--- src/rtl/processor_gen2.sv ---
// Multicycle shared-bus processor: eight registers, IR, A and G on one bus, T0..T3 step FSM.
// Optional bitwise and/or opcodes are enabled with the PROC_LOGIC_OPS_EN macro.
module processor_gen2 #(
  parameter int unsigned DATA_W = 9
) (
  input  logic              Clock,
  input  logic              Reset,
  input  logic              Run,
  input  logic [DATA_W-1:0] DIN,
  output logic              Done,
  output logic [DATA_W-1:0] Bus
);

  typedef enum logic [1:0] {T0, T1, T2, T3} state_t;
  typedef enum logic [2:0] {
    OP_MV   = 3'b000,
    OP_MVI  = 3'b001,
    OP_ADD  = 3'b010,
    OP_SUB  = 3'b011,
    OP_AND  = 3'b100,
    OP_OR   = 3'b101,
    OP_MVNZ = 3'b110,
    OP_RSVD = 3'b111
  } opcode_t;

  state_t            state_q, state_d;
  logic [DATA_W-1:0] ir_q;
  logic [DATA_W-1:0] a_q;
  logic [DATA_W-1:0] g_q;
  logic [DATA_W-1:0] r_q [8];

  opcode_t           op;
  logic [2:0]        rx_sel, ry_sel;
  logic              is_alu;
  logic [DATA_W-1:0] bus_c, alu_c;
  logic              done_c, ir_we, rx_we, a_we, g_we;

  assign op     = opcode_t'(ir_q[DATA_W-1 -: 3]);
  assign rx_sel = ir_q[DATA_W-4 -: 3];
  assign ry_sel = ir_q[DATA_W-7 -: 3];

`ifdef PROC_LOGIC_OPS_EN
  assign is_alu = (op == OP_ADD) || (op == OP_SUB) || (op == OP_AND) || (op == OP_OR);
`else
  assign is_alu = (op == OP_ADD) || (op == OP_SUB);
`endif

  always_comb begin
    alu_c = a_q + bus_c;
    case (op)
      OP_SUB:  alu_c = a_q - bus_c;
`ifdef PROC_LOGIC_OPS_EN
      OP_AND:  alu_c = a_q & bus_c;
      OP_OR:   alu_c = a_q | bus_c;
`endif
      default: alu_c = a_q + bus_c;
    endcase
  end

  always_comb begin
    state_d = state_q;
    bus_c   = '0;
    done_c  = 1'b0;
    ir_we   = 1'b0;
    rx_we   = 1'b0;
    a_we    = 1'b0;
    g_we    = 1'b0;
    case (state_q)
      T0: begin
        if (Run) begin
          ir_we   = 1'b1;
          state_d = T1;
        end
      end
      T1: begin
        state_d = T0;
        done_c  = 1'b1;
        if (is_alu) begin
          bus_c   = r_q[rx_sel];
          a_we    = 1'b1;
          done_c  = 1'b0;
          state_d = T2;
        end else begin
          case (op)
            OP_MV: begin
              bus_c = r_q[ry_sel];
              rx_we = 1'b1;
            end
            OP_MVI: begin
              bus_c = DIN;
              rx_we = 1'b1;
            end
            OP_MVNZ: begin
              bus_c = r_q[ry_sel];
              rx_we = (g_q != '0);
            end
            default: ;
          endcase
        end
      end
      T2: begin
        bus_c   = r_q[ry_sel];
        g_we    = 1'b1;
        state_d = T3;
      end
      T3: begin
        bus_c   = g_q;
        rx_we   = 1'b1;
        done_c  = 1'b1;
        state_d = T0;
      end
      default: state_d = T0;
    endcase
  end

  // Outputs are forced quiet while Reset is asserted, whatever step the FSM is in.
  assign Done = done_c & ~Reset;
  assign Bus  = Reset ? '0 : bus_c;

  always_ff @(posedge Clock) begin
    if (Reset) begin
      state_q <= T0;
      ir_q    <= '0;
      a_q     <= '0;
      g_q     <= '0;
      for (int unsigned i = 0; i < 8; i++) r_q[i] <= '0;
    end else begin
      state_q <= state_d;
      if (ir_we) ir_q <= DIN;
      if (a_we)  a_q  <= bus_c;
      if (g_we)  g_q  <= alu_c;
      if (rx_we) r_q[rx_sel] <= bus_c;
    end
  end

endmodule

--- config.mk ---
export PLATFORM = sky130hd
export DESIGN_NAME = processor_gen2
export DESIGN_NICKNAME = d
export VERILOG_FILES = /design/src/rtl/processor_gen2.sv
export SDC_FILE = /design/constraint.sdc
export NUM_CORES = 1
export LEC_CHECK = 0
export CAP_MARGIN = 20
export CORE_ASPECT_RATIO = 1.4
export CORE_MARGIN = 4
export CORE_UTILIZATION = 35
export CTS_BUF_LIST = sky130_fd_sc_hd__clkbuf_4 sky130_fd_sc_hd__clkbuf_8
export CTS_CLUSTER_DIAMETER = 150
export CTS_CLUSTER_SIZE = 25
export DETAILED_ROUTE_END_ITERATION = 8
export GPL_TIMING_DRIVEN = 1
export HOLD_SLACK_MARGIN = 0.02
export MAX_ROUTING_LAYER = met4
export PLACE_DENSITY = 0.65
export SETUP_SLACK_MARGIN = 0.02
export SYNTH_ARGS = -nofsm -noshare
export SYNTH_HDL_FRONTEND = slang
export SYNTH_SLANG_ARGS = --single-unit
--- constraint.sdc ---
create_clock -name Clock -period 3.9 [get_ports Clock]
set_input_delay 0.39 -clock Clock [delete_from_list [all_inputs] [get_ports Clock]]
set_output_delay 0.39 -clock Clock [all_outputs]
set_load 0.01 [all_outputs]
==> flow_summary.ini, run 1 <==
[status]
status = complete, no violations

[setup_path]
path_class = reg -> reg
max_stage_delay_ns = 0.48
crit_top_cell = a21oi_2
rr_worst_depth = 17
crit_arrival_ns = 4.05
crit_path_end_kind = flip-flop
critical-path-top-delay-family = simple AND/OR/NAND/NOR gates
crit_path_start_kind = flip-flop
slowest_stage = mux4_2
path_cells = buf_12, mux4_2, mux2i_1, nor2_1, nor3_2, ha_2, nor2_1, xor2_1, ha_1, a21oi_2, o211ai_1, a21oi_2, o21ai_2, a21oi_2, xnor2_1, or4_1, nand3_1
crit_fanout = 5
cp_data_required_time_ns = 4.22
reg2reg_to = g_q[8]
cp_num_buf_inv = 1
r2r_slack_ns = 0.17

[logic_synthesis]
synth_fp_nets = 527
synthCells = 505
synthTopCellsByArea = edfxtp_1 (38%), dfxtp_1 (12%), mux4_2 (8.7%)
synth_edf_count = 72
synth_seq_area_share = 0.502
synth_area_leader_cell = edfxtp_1
yosysTopAreaCellShare = 0.379
avgSynthCellArea_sq_um = 11.3
synth_flop_cell = edfxtp_1
syn_area_sq_mm = 0.00570
synth-async-reset-ratio = 0
synth_cell_types = 51
ys_seq_elements = 107
yosysMostFrequentCell = nor2_1
yosysWarningCount = 0
synthTopCellsByCount = nor2_1 (122), edfxtp_1 (72), dfxtp_1 (35)

[finish]
diodes = 0
drive_gt1_frac = 0.193
layout.nets = 566
final_cell_area_sq_mm = 0.00661
syn_to_final_growth_pct = 16.0

[global_routing]
top_usage_layer = met2
grt_max_degree = 39
grt_pass1_wl_um = 23600
track_usage = 0.174
grt-ovfl-total = 0
antenna_found_initial = 0
grt_pass1_vias = 4131
use_met1 = 0.209
met2_usage = 0.295
grtUsageMet3 = 0.0205

[floorplanning]
die_w_um = 116
chipHeight_um = 159
row_count = 54
initial_core_util = 0.360
ioPinCount = 22
die_area_sq_mm = 0.0184
core_sq_mm = 0.0158

[clocking]
cts_sinks = 107
clk_latency_ns = 0.37
cts_root_buffer = clkbuf_8
htreeDepth = 3
cts_buffer_depth = 2
cts_made_buffers = 9
clkSlewWorstSetupHoldPaths_ns = 0.11
cts_tree = done

[sta]
finalSetupViolCount = 0
finalWorstSetupSlack_ns = 0.175
maxSlewHeadroom = 0.558
hold_viol_final = 0
finalCritPeriodShare = 0.955
min_period_ns = 3.73
fin_skew_ns = 0.0175
fmax_ghz = 0.268
slew_violations = 0
worst_pin_slew_ns = 0.661

[worst_hold_path]
worstHoldEndpoint = a_q[4]
hold_start = a_q[4]
min_path_cells = 2
hold_class = reg -> reg

[place]
dp_hpwl_um = 11000
post-place-ws_ns = 0.0349
port-buffer-count = 21
gp_congestion = 0.858
post_dp_cell_area_sq_mm = 0.00624

[detailed_routing]
drc_errors = 0
dr.pass1.iters = 5
avgViaCountPerCell = 5.69
totalWireLength_um = 15700
drtIter0Drc = 451
final_antenna_net_count = 0
wl_per_cell_um = 21.1
num_vias = 4237

[pwr]
cellLeakagePower_nw = 2.28
vdd_drop_max_v = 0.000163
p_per_area_mw_per_mm2 = 376

[run]
maxCapViolCount = 0
registers in the layout (all words and copies together), names as in the netlist, named ones only:
name     cells
r_q         72
a_q          9
state_q      1
g_q          9
ir_q         9
layout make-up:
| type | count | area (sq um) |
|---|---|---|
| clock buffers | 10 | 131 |
| clock inverters | 6 | 70.1 |
| fillers | 1502 | 9200 |
| inverters | 12 | 45.0 |
| multi-input cells | 348 | 2640 |
| flip-flops and latches | 107 | 2870 |
| well taps | 196 | 245 |
| repair buffers | 66 | 611 |
logic make-up (layout without fill, tap and decap cells):
logic type | Yosys count | in the layout | share of synthesized area
AOI/OAI and AO/OA | 60 | 60 | 0.0709
xor gates and xnor gates | 11 | 11 | 0.0182
adders and majority gates | 10 | 10 | 0.0233
buffers and inverters | 50 | 94 | 0.0400
DFF | 107 | 107 | 0.502
muxes | 66 | 66 | 0.193
and+or+nand+nor | 201 | 201 | 0.152
what timing repair did:
action | CTS | global route
pin swaps | 0 | 10
setup endpoints to repair | 1 | 2
gates resized for setup | 1 | 23
hold buffers | 0 | 0
setup buffers | 0 | 13
cloned | 0 | 1
layer usage:
layer  up-vias  wire length [um]
met4         0               573
met2       188              8310
li1       1913                 -
met3        53               851
met1      2083              5960
met5         -                 0
stage by stage:
stage	std cells	util	hold WS (ns)	setup TNS (ns)	power, mW
5_1_grt	745	0.418	0.498	-0.0615	2.58
3_5_place_dp	715	0.395	0.464	0	1.75
6_report	745	0.418	0.481	0	2.49
4_1_cts	731	0.408	0.480	0	2.45
3_3_place_gp	715	0.395	0.456	0	1.74
2_1_floorplan	505	-	0.441	0	1.62
cell usage in the layout, fill, tap and decap left out, drive strengths merged, types with 3 or more instances in the layout:
| cell | instances |
|---|---|
| nor2 | 122 |
| edfxtp | 72 |
| buf | 44 |
| dfxtp | 35 |
| nand2 | 34 |
| mux2i | 33 |
| mux4 | 32 |
| a21oi | 25 |
| clkdlybuf4s50 | 21 |
| inv | 15 |
| clkbuf | 11 |
| nand3 | 10 |
| ha | 9 |
| nor2b | 8 |
| nor3 | 8 |
| o21ai | 8 |
| xor2 | 7 |
| a32o | 5 |
| xnor2 | 4 |
| a211oi | 4 |
| and3 | 3 |
| a22oi | 3 |
| and2 | 3 |
| nor3b | 3 |
| a31oi | 3 |
worst reg2reg max path, stage by stage (launching register included):
cell,delay [ns]
dfxtp_4,0.40
buf_12,0.13
mux4_2,0.49
mux2i_1,0.16
nor2_1,0.08
nor3_2,0.28
ha_2,0.25
nor2_1,0.06
xor2_1,0.16
ha_1,0.35
a21oi_2,0.17
o211ai_1,0.13
a21oi_2,0.22
o21ai_2,0.08
a21oi_2,0.13
xnor2_1,0.09
or4_1,0.41
nand3_1,0.08
worst max path at each step:
stage / from / endpoint / slack [ns] / cells past startpoint
after floorplan: flip-flop / g_q[7] / 0.03 / 18
after global placement: flip-flop / g_q[7] / 0.10 / 16
after detailed placement: flip-flop / g_q[7] / 0.03 / 16
after CTS: flip-flop / g_q[7] / 0.05 / 16
after global routing: flip-flop / g_q[8] / -0.04 / 17
final: flip-flop / g_q[8] / 0.17 / 17
power breakdown:
part / internal, mW / switching [mW]
registers: 1.25 / 0.0358
logic: 0.231 / 0.260
clock network: 0.312 / 0.399
total: 1.79 / 0.695
(Power assumes the default switching activity.)
==> run 2, diff against run 1 <==
- CTS_CLUSTER_DIAMETER: 150 -> 30
- GPL_ROUTABILITY_DRIVEN: unset -> 0
==> results of run 2 <==
Final layout, timing and power as in run 1 (identical DEF).
==> run 3, diff against run 2 <==
- PLACE_DENSITY: 0.65 -> 0.63
- SLEW_MARGIN: unset -> 25
- clock period: 3.9 -> 4.21 ns (I/O delays scaled with it)
==> run 3 against run 2 <==
Final area shrank 2.7%; first-iteration DRC count is 4.9% higher; global-route usage rose by 0.65 points; sequential share of layout area grew 1.2 points; clock skew decreased by 0.0043 ns.
==> flow_summary.ini, run 3 (same netlist as run 1, synthesis figures left out) <==
[pwr]
power_mw = 2.28
vdd_drop_max_v = 0.000159
p_per_area_mw_per_mm2 = 354
cellLeakagePower_nw = 2.18

[sta]
finalWorstSetupSlack_ns = 0.362
fmax_ghz = 0.260
maxSlewHeadroom = 0.337
min_period_ns = 3.85
finalSetupViolCount = 0
setup_tns_ns = 0
worst_pin_slew_ns = 0.993
fin_skew_ns = 0.0132
finalCritPeriodShare = 0.914
slew_violations = 0
grt_setup_unrepaired = no
hold_viol_final = 0

[place]
dp_hpwl_um = 11400
post-place-ws_ns = 0.0610
post_dp_cell_area_sq_mm = 0.00619
port-buffer-count = 21

[clocking]
cts_made_buffers = 9
cts_buffer_depth = 2
clkSlewWorstSetupHoldPaths_ns = 0.10
htreeDepth = 3
cts_setup_buffers = 0
cts_sinks = 107
cts_hold_buf = 0
clk_latency_ns = 0.39
cts_tree = done
cts_resized = 0
cts_root_buffer = clkbuf_8

[detailed_routing]
wl_per_cell_um = 21.5
drtIter0Drc = 473
final_antenna_net_count = 0
num_vias = 4091
avgViaCountPerCell = 5.62
drc_errors = 0
totalWireLength_um = 15600
dr.pass1.iters = 7

[setup_path]
crit_fanout = 6
path_class = reg -> reg
crit_path_start_kind = flip-flop
crit_arrival_ns = 4.18
crit_top_cell = a21oi_1
path_cells = buf_4, mux4_1, mux2i_2, o211a_4, and3_1, nor2_1, xor2_1, ha_1, inv_1, o211ai_1, a21oi_1, o21ai_0, a21oi_1, xnor2_1, or4_1, nand3_1
crit_path_end_kind = flip-flop
max_stage_delay_ns = 0.58
cp_data_required_time_ns = 4.54
slowest_stage = mux4_1

[worst_hold_path]
hold_start = a_q[2]
hold_class = reg -> reg

[floorplanning]
row_count = 54
die_w_um = 116
initial_core_util = 0.360
core_sq_mm = 0.0158
chipHeight_um = 159
ioPinCount = 22
die_area_sq_mm = 0.0184

[finish]
largest_reg_flops = 72
diodes = 0
layout.nets = 549
final_cell_area_sq_mm = 0.00643
final_cell_mix = nor2_1 (122), edfxtp_1 (72), nand2_1 (34)
drive_gt1_frac = 0.148
regMostFlops = r_q
syn_to_final_growth_pct = 12.8
final_common_cell = nor2_1
nFillCells = 1474

[run]
maxCapViolCount = 0

[global_routing]
grt_max_degree = 39
grt_pass1_wl_um = 24400
track_usage = 0.180
grt_pass1_vias = 4259
grt-ovfl-total = 0
antenna_found_initial = 0

[status]
status = complete, no violations
## run 3: cell types whose count changed in the layout (fill, tap and decap cells not counted), moves of 2 or more
cell and change:
a21oi_1 +3, a21oi_2 -3, buf_12 -2, buf_4 -12, buf_6 -2, clkinvlp_4 +2, mux4_1 +4, mux4_2 -4
o21ai_0 +3, o21ai_2 -3
## run 3: metal layers
layer	vias to the layer above	GRT usage	share of wire
met5	-	-	0
met4	0	0.0797	0.036
met3	38	0.0171	0.042
met2	133	0.310	0.54
met1	2030	0.211	0.39
li1	1890	-	-
## run 3: cell type report
class | count | area, sq um | area share
clock inverter | 7 | 80.1 | 0.0125
sequential | 107 | 2870 | 0.446
timing repair buffer | 49 | 433 | 0.0673
clock buffer | 9 | 124 | 0.0193
tap | 196 | 245 | 0.0381
inverter | 12 | 45.0 | 0.00701
multi-input combinational | 348 | 2630 | 0.410
## run 3: final timing paths
path / slack, ns / cells past startpoint / to
max reg2reg: 0.36 / 16 / g_q[8]
min reg2reg: 0.48 / 2 / a_q[2]
min: 0.48 / 2 / a_q[2]
max: 0.36 / 16 / g_q[8]
## run 3: critical path, delay by kind of cell (launching register included)
kind                     cells  cell delay, ns
AND/OR/NAND/NOR              4            0.79
flip-flops                   1            0.44
adder cells (fa/ha/maj)      1            0.27
multiplexers                 2            0.82
XOR/XNOR                     2            0.27
AO/OA/AOI/OAI                5            0.91
buffers and inverters        2            0.31
## run 3: through the flow
step | util | hold slack, ns | cells
4_1_cts | 0.405 | 0.480 | 728
3_3_place_gp | 0.392 | 0.458 | 712
6_report | 0.407 | 0.483 | 728
5_1_grt | 0.407 | 0.507 | 728
3_5_place_dp | 0.392 | 0.463 | 712
2_1_floorplan | - | 0.441 | 505
## run 3: power by group
part / switching (mW) / internal (mW)
clock network: 0.387 / 0.284
registers: 0.0368 / 1.16
logic: 0.223 / 0.189
total: 0.647 / 1.63
==> RTL change: new RTL, settings of run 3 <==
`DATA_W`: 9 -> 18.
--- a/src/rtl/processor_gen2.sv
+++ b/src/rtl/processor_gen2.sv
@@ -2,5 +2,5 @@
 // Optional bitwise and/or opcodes are enabled with the PROC_LOGIC_OPS_EN macro.
 module processor_gen2 #(
-  parameter int unsigned DATA_W = 9
+  parameter int unsigned DATA_W = 18
 ) (
   input  logic              Clock,
Ports: changed (resized Bus and DIN); port bits go from 22 to 40. No check against the original RTL was run, so the function may have changed too.
==> RTL change against run 3 <==
Total power rose by 98%; sequential cell count increased by 90; design area is 100% higher; routed wire length increased by 110%; area after synthesis grew 89%; first-iteration DRC count rose by 56%; sequential power grew 84%; worst setup slack got worse by 0.30 ns.
==> RTL change: results (changes against run 3) <==
| Metric | Value |
|---|---|
| Min-delay src | `ir_q[11]$_SDFFE_PP0P_` |
| Vias in the first global route | `8317 (+95%)` |
| CTS Buf Count | `17 (+8)` |
| Met2 WL | `17800 um (+110%)` |
| Layout Nets | `1124 (+100%)` |
| Worst EP arrival | `4.53 ns (+0.35 ns)` |
| GRT Total Usage | `0.201 (+0.0210)` |
| Clock latency on the worst-skew pair | `0.50 ns (+0.11 ns)` |
| WL final | `33500 um (+110%)` |
| H-tree levels | `4 (+1)` |
| Main area contributors after synthesis | `edfxtp_1, mux4_2, dfxtp_1, nor2_1, mux2i_1` |
| Layout cells sized above 1 | `0.242 (+0.0933)` |
| EDFF count, synth | `144 (+100%)` |
| Synth cell count leaders | `nor2_1, edfxtp_1, nand2_1` |
| First-pass GRT wire length | `49400 um (+100%)` |
| Pleak | `4.46 nW (+100%)` |
| DR pass1 iterations | `5 (-2)` |
| Post-DP HPWL | `24200 um (+110%)` |
| Metal3 WL | `1550 um (+140%)` |
| Met1 WL | `12300 um (+100%)` |
| Max-slew headroom | `0.496 (+0.159)` |
| Largest net degree at the start of global routing | `65 (+67%)` |
| Mapped Nets | `1009 (+91%)` |
| PortBufs | `39 (+86%)` |
| Status | `finished clean` |
RTL change: changes by cell type in the layout (fill, tap and decap cells not counted), sizes merged, moves of 17 or more:
cell                  run 3  this run
buf                      28       132
nor2                    122       210
edfxtp                   72       144
nand2                    34        77
mux2i                    33        60
a21oi                    25        47
mux4                     32        54
dfxtp                    35        53
clkdlybuf4s50            21        38
RTL change: metrics by stage:
step                std cells  setup slack [ns]  hold WS, ns
floorplan                 969            0.0730        0.436
global placement         1434            -0.119        0.435
detailed placement       1434            -0.178        0.441
CTS                      1472            0.0226        0.461
global route             1481            -0.120        0.488
finish                   1481            0.0593        0.461
RTL change: cells by family (layout without fill, tap and decap cells):
family / count (synthesis) / count (layout) / synth area share
flip-flops: 197 / 197 / 0.499
buffers and inverters: 86 / 213 / 0.0371
adder cells (fa/ha/maj): 19 / 19 / 0.0227
XOR/XNOR: 26 / 26 / 0.0211
multiplexers: 117 / 117 / 0.172
AO/OA/AOI/OAI: 152 / 152 / 0.0972
AND/OR/NAND/NOR: 372 / 372 / 0.151
RTL change: power by group through the flow:
stage                     Sequential [mW]  Combinational [mW]  Clock (mW)
after floorplan                      2.21               0.656           0
after global placement               2.23                1.02           0
after detailed placement             2.23                1.02           0
after CTS                            2.19                1.06        1.23
after global routing                 2.20                1.18        1.30
final                                2.19                1.10        1.21
RTL change: final cells by class:
cell class,instances,area [um^2]
clock buffers,18,241
flip-flops and latches,197,5400
repair buffers,171,1490
multi-input cells,686,5160
well taps,385,482
inverters,11,41.3
fillers,2820,17300
clock inverters,13,134
RTL change: metal layers:
| metal | global-route usage | vias up |
|---|---|---|
| met5 | - | - |
| met1 | 0.222 | 4159 |
| met4 | 0.111 | 0 |
| met3 | 0.0220 | 87 |
| li1 | - | 3796 |
| met2 | 0.352 | 294 |
RTL change: path summary, 6_finish.rpt:
check	cells after the start	to	slack, ns
setup / recovery	17	g_q[17]$_SDFFE_PP0P_	0.06
hold / removal	2	register	0.46
setup reg to reg	17	g_q[17]$_SDFFE_PP0P_	0.06
hold reg to reg	2	register	0.46
RTL change: worst max-delay path: stages, from the launching register on:
cell,delay (ns)
dfxtp_4,0.44
mux4_2,0.51
mux2i_1,0.22
nor2_1,0.10
nor3_2,0.25
and4_4,0.27
a21oi_1,0.07
xor2_1,0.17
ha_1,0.34
o21a_1,0.16
o21a_1,0.13
o211ai_1,0.15
a211o_1,0.37
o211a_1,0.26
o31ai_2,0.21
nand2b_1,0.15
o21bai_4,0.12
o311ai_2,0.10
RTL change: timing repair:
item                       CTS  global route
gates resized for setup     20            33
pin swaps                    4            11
gates cloned                 0             1
hold endpoints to repair     0             0
setup endpoints to repair    7             8
setup buffers                7             8
